`src/rtl/morse_sequencer.sv`:
```
// rtl/morse_sequencer.sv - Morse symbol to unit-timed key on/off sequencer
// Takes one symbol per handshake and keys out its marks and gaps in units of UNIT_CYCLES.
module morse_sequencer #(
    parameter int UNIT_CYCLES = 2_400_000
) (
    input  logic       clk_24,
    input  logic       rst,
    input  logic       sym_valid,
    output logic       sym_ready,
    input  logic [2:0] sym_len,
    input  logic [4:0] sym_code,
    output logic       key,
    output logic       busy,
    output logic       sym_done
);

    localparam int CW = (UNIT_CYCLES > 1) ? $clog2(UNIT_CYCLES) : 1;
    localparam logic [CW-1:0] CYC_MAX = CW'(UNIT_CYCLES - 1);

    typedef enum logic [2:0] {
        IDLE,
        MARK,
        GAP_EL,
        GAP_CHAR,
        GAP_WORD
    } state_t;

    state_t        state, state_n;
    logic [CW-1:0] cyc_cnt;
    logic [1:0]    unit_cnt;
    logic [2:0]    elem_idx;
    logic [4:0]    code_r;
    logic [2:0]    len_c;
    logic [2:0]    first_idx;
    logic          unit_tick;
    logic          state_end;
    logic          accept;
    logic          key_d;
    logic          done_d;

    assign len_c     = (sym_len > 3'd5) ? 3'd5 : sym_len;
    assign first_idx = len_c - 3'd1;
    assign unit_tick = (cyc_cnt == CYC_MAX);
    // unit_cnt holds remaining units minus one, so a state ends on its last unit tick
    assign state_end = unit_tick && (unit_cnt == 2'd0);
    assign sym_ready = (state == IDLE) && !rst;
    assign accept    = sym_ready && sym_valid;
    assign busy      = (state != IDLE);

    always_ff @(posedge clk_24) begin
        if (rst) begin
            state    <= IDLE;
            key      <= 1'b0;
            sym_done <= 1'b0;
            cyc_cnt  <= '0;
            unit_cnt <= 2'd0;
            elem_idx <= 3'd0;
            code_r   <= 5'd0;
        end else begin
            state    <= state_n;
            key      <= key_d;
            sym_done <= done_d;
            if (accept) begin
                code_r   <= sym_code;
                elem_idx <= first_idx;
                cyc_cnt  <= '0;
                if (len_c == 3'd0)
                    unit_cnt <= 2'd3;
                else
                    unit_cnt <= sym_code[first_idx] ? 2'd2 : 2'd0;
            end else if (state != IDLE) begin
                cyc_cnt <= unit_tick ? '0 : cyc_cnt + CW'(1);
                if (state_end) begin
                    case (state)
                        MARK: begin
                            if (elem_idx == 3'd0) begin
                                unit_cnt <= 2'd2;
                            end else begin
                                unit_cnt <= 2'd0;
                                elem_idx <= elem_idx - 3'd1;
                            end
                        end
                        GAP_EL:  unit_cnt <= code_r[elem_idx] ? 2'd2 : 2'd0;
                        default: unit_cnt <= 2'd0;
                    endcase
                end else if (unit_tick) begin
                    unit_cnt <= unit_cnt - 2'd1;
                end
            end
        end
    end

    always_comb begin
        state_n = state;
        case (state)
            IDLE: begin
                if (sym_valid)
                    state_n = (len_c == 3'd0) ? GAP_WORD : MARK;
            end
            MARK: begin
                if (state_end)
                    state_n = (elem_idx == 3'd0) ? GAP_CHAR : GAP_EL;
            end
            GAP_EL: begin
                if (state_end)
                    state_n = MARK;
            end
            GAP_CHAR, GAP_WORD: begin
                if (state_end)
                    state_n = IDLE;
            end
            default: state_n = IDLE;
        endcase
    end

    // key and sym_done are registered from the upcoming state
    always_comb begin
        key_d  = (state_n == MARK);
        done_d = (state != IDLE) && (state_n == IDLE);
    end

endmodule

```
`config.mk`:
```
export PLATFORM = sky130hd
export DESIGN_NAME = morse_sequencer
export DESIGN_NICKNAME = d
export VERILOG_FILES = /design/src/rtl/morse_sequencer.sv
export SDC_FILE = /design/constraint.sdc
export NUM_CORES = 1
export LEC_CHECK = 0
export BUFFER_PORTS_ARGS = -buffer_cell sky130_fd_sc_hd__buf_2
export CORE_AREA = 2 2 92 94
export CTS_BUF_LIST = sky130_fd_sc_hd__clkbuf_16
export DETAILED_ROUTE_END_ITERATION = 8
export DIE_AREA = 0 0 94 96
export PLACE_DENSITY = 0.42
export SLEW_MARGIN = 0
export SYNTH_ARGS = -nofsm -noshare
export SYNTH_HDL_FRONTEND = slang
export SYNTH_SLANG_ARGS = --single-unit
```
`constraint.sdc`:
```
create_clock -name clk_24 -period 2.4 [get_ports clk_24]
set_clock_uncertainty 0.2 [all_clocks]
set_input_delay 0.48 -clock clk_24 [delete_from_list [all_inputs] [get_ports clk_24]]
set_output_delay 0.48 -clock clk_24 [all_outputs]
set_load 0.02 [all_outputs]
```
==> impl_metrics.toml, run 1 <==
[global_routing]
antenna_found_initial = 0
grt_pass1_wl_um = 8230
track_usage_pct = 11.3
grt_max_degree = 22
grt_pass1_vias = 1745
grt-ovfl-total = 0

[drt]
wl_per_cell_um = 12.5
drcViolationCount = 0
drt_pass1_iterations = 4
routed_wl_um = 4680
drt_iter0_drc = 29
routed_via_density = 4.55
vias = 1696
ant_nets = 0

[synthesis]
synth_adder_area_share_pct = 3.82
synth_warnings = 0
synth-edff-count = 0
muxShareOfSynthArea_pct = 3.82
ys_types = 44
post_synth.cell_area_avg_um2 = 8.35
synth_xor_area_share_pct = 9.82
ys_seq_area_share_pct = 37.7
syn_area_um2 = 1960
synth_top_family_by_area = "simple AND/OR/NAND/NOR gates"
synthFlopType = "dfxtp_1"
synthCells = 235
synthArstFlopShare_pct = 0
ys_top_cells_by_count = "dfxtp_1 (37), nor2_1 (34), nand2_1 (20), xnor2_1 (15), nand3_1 (11)"
synth_nets = 252
synth_seq_cells = 37
synth_top_area_cell = "dfxtp_1"
synth_area_leaders = "dfxtp_1 (38%), xnor2_1 (6.7%), nor2_1 (6.5%)"
synthSimpleGateAreaFrac_pct = 29.0
synth_most_common_cell = "dfxtp_1"
synth_compound_area_share_pct = 11.3
synth_top_area_share_pct = 37.7

[die]
die_w_um = 94
dieArea_um2 = 9020
ioPinCount = 15
core_area_um2 = 8050
initial_utilization_pct = 24.4
placement_rows = 33
die_h_um = 96

[clock_network]
clock_latency_ns = 0.28
cts_buffers = 5
cts_tree = "built"
cts_sinks = 37
cts_max_level = 2
cts-root-buf = "clkbuf_16"
clkTransAtPathRegs_ns = 0.06
cts_hold_buf = 0
cts_buffer_depth = 2

[worst_hold_path]
hold_class = "input port to register"

[timing]
setup_ws_ns = 0.0765
post-route-min-period_ns = 2.32
relSlewSlack_pct = 68.5
tightest_slew_ns = 0.472
fmax_mhz = 430
slew_viol_final = 0
hold_viol = 0
setup_viol = 0
fin_crit_sh_pct = 96.8

[worst_setup_path]
path_cells = "or4b_4 -> nor4_4 -> buf_6 -> a21boi_1 -> o32a_1 -> o32ai_2"
cp_slowest_cell = "or4b_4"
setup.worst_path.start_class = "register"
crit_buf_inv = 1
crit_fanout = 5
critPathArrivalTime_ns = 2.32
end_kind = "register"
slowest_delay_ns = 0.53
critPathRequiredTime_ns = 2.40
path_class = "register to register"
path_delay_family = "simple AND/OR/NAND/NOR gates"

[pwr]
leakage_nw = 0.993
p_per_area_nw_per_um2 = 668
ir_drop_mv = 0.365

[run_status]
outcome = "complete, no violations"

[placed_design]
place_congestion = 0.758
place_ws_ns = -0.0203
dp.cells = 361
place_hpwl_um = 3410
io_buffers = 14

[layout]
finalNetCount = 284
antenna_cells = 0
drive_above_1_share_pct = 22.0
syn_to_final_growth_pct = 27.6
stdcell_count = 373

[run]
maxCapViolations = 0
==> worst reg2reg max path, stage by stage (launching register included) <==
cell      delay, ns
dfxtp_4        0.35
or4b_4         0.53
nor4_4         0.33
buf_6          0.17
a21boi_1       0.07
o32a_1         0.34
o32ai_2        0.25
==> state kept, by name, summed over array words and instances, names as in the netlist <==
| register | count |
|---|---|
| cyc_cnt | 22 |
| code_r | 5 |
| elem_idx | 3 |
| state | 3 |
| unit_cnt | 2 |
| key | 1 |
| sym_done | 1 |
==> where the power goes <==
part           internal (W)  total [W]  leakage [nW]  switching [W]
sequential         0.000632   0.000645         0.302      0.0000123
combinational     0.0000702   0.000163         0.597      0.0000926
clock              0.000599   0.000865        0.0944       0.000266
total               0.00130    0.00167         0.993       0.000371
==> per-layer routing <==
layer | GRT usage, % | part of all wire, % | routed length (um) | up-vias
met4 | 3.26 | 1.2 | 56 | 0
met2 | 19.0 | 47 | 2220 | 16
met5 | 0 | 0 | 0 | -
met1 | 14.7 | 49 | 2290 | 787
met3 | 2.35 | 2.3 | 109 | 6
li1 | - | - | - | 887
==> layout make-up <==
type | count | area [um^2]
flip-flops and latches | 37 | 746
repair buffers | 36 | 249
multi-input cells | 175 | 1140
clock inverters | 3 | 68.8
clock buffers | 5 | 125
fillers | 879 | 5550
inverters | 12 | 45.0
well taps | 105 | 131
==> cells by family after synthesis <==
family,Yosys count
XOR/XNOR,22
multiplexers,7
AND/OR/NAND/NOR,110
adder cells (fa/ha/maj),6
flip-flops,37
AO/OA/AOI/OAI,30
buffers and inverters,23
==> through the flow <==
stage          utilization [%]  setup TNS, ns  hold slack [ns]  power (W)  area, um^2
3_5_place_dp              28.2        -0.0203            0.251   0.000824        2270
5_1_grt                   31.1       -0.00153            0.234    0.00175        2500
2_1_floorplan                -              0            0.232   0.000762        1970
3_3_place_gp              28.2              0            0.245   0.000824        2270
6_report                  31.1              0            0.213    0.00167        2500
4_1_cts                   30.6              0            0.215    0.00170        2460
==> worst paths after layout <==
kind	start	to	slack [ns]	cells after the start
worst max-delay path	cyc_cnt[17]	unit_cnt[1]	0.08	6
worst min-delay path	sym_code[1]	code_r[1]	0.21	3
worst max register to register	cyc_cnt[17]	unit_cnt[1]	0.08	6
worst min register to register	code_r[3]	code_r[3]	0.26	2
==> timing repair <==
item                                    CTS  global route
endpoints found under the setup margin    0             1
setup buffers                             0             3
hold endpoints to repair                  0             0
gates resized for setup                   0             6
==> placed cells by master, fill, tap and decap left out, drive strengths merged, types with 3 or more instances in the layout <==
cell type and count:
nand4 9, mux2i 3, nand2 22, inv 11
mux2 4, and3 10, nor4 6, a21oi 7
ha 6, nor3 5, nor2 34, o21ai 6
buf 36, nand3 11, clkbuf 5, dfxtp 37
xnor2 15, a211oi 3, xor2 7
Power figures use the tool's default switching activity.
==> run 2: changes to the inputs <==
Settings changed: GPL_ROUTABILITY_DRIVEN set to 0, REMOVE_ABC_BUFFERS set to 1.
==> run 2 against run 1 <==
  * Count of clock-buffer cells in the layout unchanged
  * Wire length decreased by 1.2%
  * Utilization decreased by 0.67 points
  * Critical path type unchanged
  * Register-to-register slack improved by 0.05 ns
  * First-iteration DRC count increased to 3.0 times the previous value
==> impl_metrics.toml, run 2 (synthesis gave the netlist of run 1 again) <==
[placed_design]
dp.cells = 360
io_buffers = 14
place_hpwl_um = 3410

[layout]
antenna_cells = 0
largest_register_ffs = 22
syn_to_final_growth_pct = 24.9
final_common_cell = "dfxtp_1"
final_cell_mix = "dfxtp_1 (37), nor2_1 (34), nand2_1 (20)"
regMostFlops = "cyc_cnt"
drive_above_1_share_pct = 19.0
stdcell_count = 368
largestRegisters = "cyc_cnt: 22 flops, code_r: 5 flops"
finalNetCount = 279

[timing]
fin_hold_ws_ns = 0.213
post-route-min-period_ns = 2.28
setup_viol = 0
rsz0062_at_grt = "false"
fin_crit_sh_pct = 94.9
tightest_slew_ns = 0.443
relSlewSlack_pct = 70.5
fmax_mhz = 439
slew_viol_final = 0
hold_viol = 0

[drt]
ant_nets = 0
wl_per_cell_um = 12.5
drt_pass1_iterations = 4
routed_wl_um = 4620
routed_via_density = 4.62
drt_iter0_drc = 88
vias = 1700
drcViolationCount = 0

[die]
core_area_um2 = 8050
die_h_um = 96
placement_rows = 33
die_w_um = 94
initial_utilization_pct = 24.4
ioPinCount = 15
dieArea_um2 = 9020

[clock_network]
cts_sinks = 37
clock_latency_ns = 0.28
cts_tree = "built"
cts_buffer_depth = 2
cts_max_level = 2
cts-root-buf = "clkbuf_16"
cts_hold_buf = 0
cts_buffers = 5
postCtsResizedCells = 0
clkTransAtPathRegs_ns = 0.06
post_cts_buffers = 0

[global_routing]
grt_max_degree = 21
grt_pass1_vias = 1605
antenna_found_initial = 0
track_usage_pct = 10.6
grt_pass1_wl_um = 7630
grt-ovfl-total = 0

[pwr]
sw_frac_of_total_pct = 22.4
ir_drop_mv = 0.308
power_frac_seq_pct = 38.7
internal_power_w = 0.00130
combinationalPowerShare_pct = 9.7
leakage_nw = 0.961
p_sw_w = 0.000374
p_per_area_nw_per_um2 = 682
p_clk_share_pct = 51.6

[worst_setup_path]
end_kind = "register"
path_cells = "or4b_4 -> nor4_4 -> buf_4 -> nand2_2 -> o32a_1 -> o32ai_2"
path_class = "register to register"
crit_fanout = 9
setup.worst_path.start_class = "register"
critPathRequiredTime_ns = 2.39
critPathArrivalTime_ns = 2.27
slowest_delay_ns = 0.54
cp_slowest_cell = "or4b_4"

[run_status]
outcome = "complete, no violations"

[worst_hold_path]
hold_class = "input port to register"

[run]
maxCapViolations = 0
==> run 2: power groups by stage <==
stage	Clock, W	Combinational, W	Sequential (W)
global route	0.000901	0.000181	0.000648
CTS	0.000873	0.000164	0.000646
finish	0.000862	0.000162	0.000646
detailed placement	0	0.000163	0.000660
global placement	0	0.000163	0.000660
floorplan	0	0.0000941	0.000661
==> run 2: worst max-delay path, delay by kind of cell (launching register included) <==
kind	cells	cell delay, ns
AND/OR/NAND/NOR	3	0.89
AO/OA/AOI/OAI	2	0.60
flip-flops	1	0.31
buffers and inverters	1	0.21
==> run 2: final timing paths <==
| check | from | end | slack (ns) | cells after the start |
|---|---|---|---|---|
| worst max-delay path | cyc_cnt[13] | unit_cnt[1] | 0.12 | 6 |
| worst min-delay path | sym_code[2] | code_r[2] | 0.21 | 3 |
| worst max register to register | cyc_cnt[13] | unit_cnt[1] | 0.12 | 6 |
| worst min register to register | code_r[1] | code_r[1] | 0.26 | 2 |
==> run 2: routing by layer <==
metal  part of all wire [%]  global-route usage (%)
met1                     53                    14.8
met2                     43                    16.5
met3                    2.5                    1.96
met4                    1.2                    3.26
met5                      0                       0
==> run 2: cell type report <==
type / instances / area [um^2]
fill: 858 / 5600
timing repair buffer: 31 / 210
multi-input combinational: 175 / 1130
clock buffer: 5 / 125
clock inverter: 3 / 65.1
tap: 105 / 131
inverter: 12 / 45.0
sequential: 37 / 741
==> run 2: metrics by stage <==
stage / setup slack, ns / total power (W) / instance area (um^2) / setup TNS, ns / util (%)
after floorplan: -0.0639 / 0.000755 / 1920 / -0.0766 / -
after global placement: 0.0643 / 0.000823 / 2260 / 0 / 28.1
after detailed placement: -0.00279 / 0.000823 / 2260 / -0.00279 / 28.1
after CTS: 0.123 / 0.00168 / 2450 / 0 / 30.4
after global routing: 0.0523 / 0.00173 / 2450 / 0 / 30.4
final: 0.123 / 0.00167 / 2450 / 0 / 30.4
==> run 3: changes to the inputs <==
Settings changed: PLACE_DENSITY 0.42 to not set, PLACE_DENSITY_LB_ADDON set to 0.08.
==> run 3 against run 2 <==
  * Non-clock buffer count grew 4
  * Count of clock-buffer cells in the layout did not move
  * Cell count rose by 1.1%
==> impl_metrics.toml, run 3 (synthesis gave the netlist of run 1 again) <==
[run_status]
outcome = "complete, no violations"

[worst_setup_path]
r2r_slack_ns = 0.10
path_class = "register to register"
timing.rr.end = "unit_cnt[1]"
setup.worst_path.start_class = "register"
end_kind = "register"
crit_end = "unit_cnt[1]"
cp-startpoint = "cyc_cnt[13]"
critPathArrivalTime_ns = 2.29
reg2regPathDepth = 6
critPathRequiredTime_ns = 2.39
r2r_start = "cyc_cnt[13]"
crit_fanout = 9

[clock_network]
cts_tree = "built"
clkTransAtPathRegs_ns = 0.06
post_cts_buffers = 0
cts_buffer_depth = 2
clock_latency_ns = 0.28
cts_hold_buf = 0
cts_max_level = 2
cts_sinks = 37
cts-root-buf = "clkbuf_16"
cts_buffers = 5

[global_routing]
antenna_found_initial = 0
track_usage_pct = 11.5
grt_max_degree = 22
grt-ovfl-total = 0
grt_pass1_wl_um = 8050
grt_pass1_vias = 1638

[drt]
routed_wl_um = 4840
wl_per_cell_um = 13.0
drcViolationCount = 0
drt_iter0_drc = 86
ant_nets = 0
vias = 1680
routed_via_density = 4.52
drt_pass1_iterations = 4

[pwr]
ir_drop_mv = 0.233
leakage_nw = 0.956
power_frac_seq_pct = 45.0
sw_frac_of_total_pct = 25.0
p_sw_w = 0.000360
combinationalPowerShare_pct = 11.3
p_clk_share_pct = 43.7
internal_power_w = 0.00108
p_per_area_nw_per_um2 = 591

[layout]
fin_area_um2 = 2430
drive_above_1_share_pct = 19.9
antenna_cells = 0
largest_register_ffs = 22
final_cell_mix = "dfxtp_1 (37), nor2_1 (34), nand2_1 (20), buf_4 (20), xnor2_1 (15)"
largestRegisters = "cyc_cnt: 22 flops, code_r: 5 flops"
regMostFlops = "cyc_cnt"
finalNetCount = 283
syn_to_final_growth_pct = 24.0
final_common_cell = "dfxtp_1"
fillerInstances = 877

[die]
core_area_um2 = 8050
die_h_um = 96
dieArea_um2 = 9020
initial_utilization_pct = 24.4
placement_rows = 33
ioPinCount = 15
die_w_um = 94

[timing]
fin_crit_sh_pct = 95.7
relSlewSlack_pct = 65.6
fmax_mhz = 435
hold_viol = 0
post-route-min-period_ns = 2.30
setup_ws_ns = 0.103
tightest_slew_ns = 0.516
setup_tns_ns = 0
rsz0062_at_grt = "false"
fin_hold_ws_ns = 0.220
setup_viol = 0
slew_viol_final = 0

[placed_design]
place_hpwl_um = 3520
io_buffers = 14
placed_area_um2 = 2290
place_ws_ns = 0.0165

[worst_hold_path]
hold_class = "input port to register"

[run]
maxCapViolations = 0
==> run 3: final cells by class <==
| class | count | area (um^2) | share of cell area [%] |
|---|---|---|---|
| clock inverters | 3 | 12.5 | 0.514 |
| repair buffers | 35 | 240 | 9.87 |
| well taps | 105 | 131 | 5.40 |
| clock buffers | 5 | 125 | 5.14 |
| inverters | 12 | 45.0 | 1.85 |
| multi-input cells | 175 | 1140 | 46.8 |
| flip-flops and latches | 37 | 741 | 30.4 |
==> run 3: worst min path at each step <==
stage | startpoint | endpoint | slack [ns] | cells past startpoint
3_3_place_gp | code_r[4] | code_r[4] | 0.25 | 2
5_1_grt | sym_code[3] | code_r[3] | 0.23 | 3
3_5_place_dp | code_r[3] | code_r[3] | 0.26 | 2
6_report | sym_code[3] | code_r[3] | 0.22 | 3
2_1_floorplan | code_r[3] | code_r[3] | 0.23 | 2
4_1_cts | sym_code[3] | code_r[3] | 0.22 | 3
==> run 3: stage by stage <==
step,utilization (%),instances,power (W)
final,30.2,372,0.00144
after CTS,30.2,372,0.00147
after detailed placement,28.5,364,0.000823
after floorplan,-,224,0.000755
after global routing,30.2,372,0.00151
after global placement,28.5,364,0.000825
==> run 3: timing repair <==
item / 4_1_cts / 5_1_grt
hold endpoints to repair: 0 / 0
resized for setup: 0 / 1
setup endpoints to repair: 0 / 1
==> run 3: power by group through the flow <==
stage	clock network (W)	registers (W)	logic, W
global route	0.000681	0.000649	0.000184
floorplan	0	0.000661	0.0000941
global placement	0	0.000661	0.000164
finish	0.000629	0.000647	0.000162
CTS	0.000658	0.000646	0.000164
detailed placement	0	0.000660	0.000162
==> run 3: worst max-delay path, cell delays in order, from the launching register on <==
cell and delay, ns:
dfxtp_1 0.31, or4b_4 0.54, nor4_4 0.26, buf_4 0.21, nand2_2 0.08, o32a_1 0.35, o32ai_2 0.26
==> run 3: metal layers <==
metal | GRT usage, % | wire length, um
met5 | 0 | 0
met1 | 15.6 | 2470
met2 | 18.1 | 2180
met4 | 3.99 | 73
met3 | 2.66 | 119
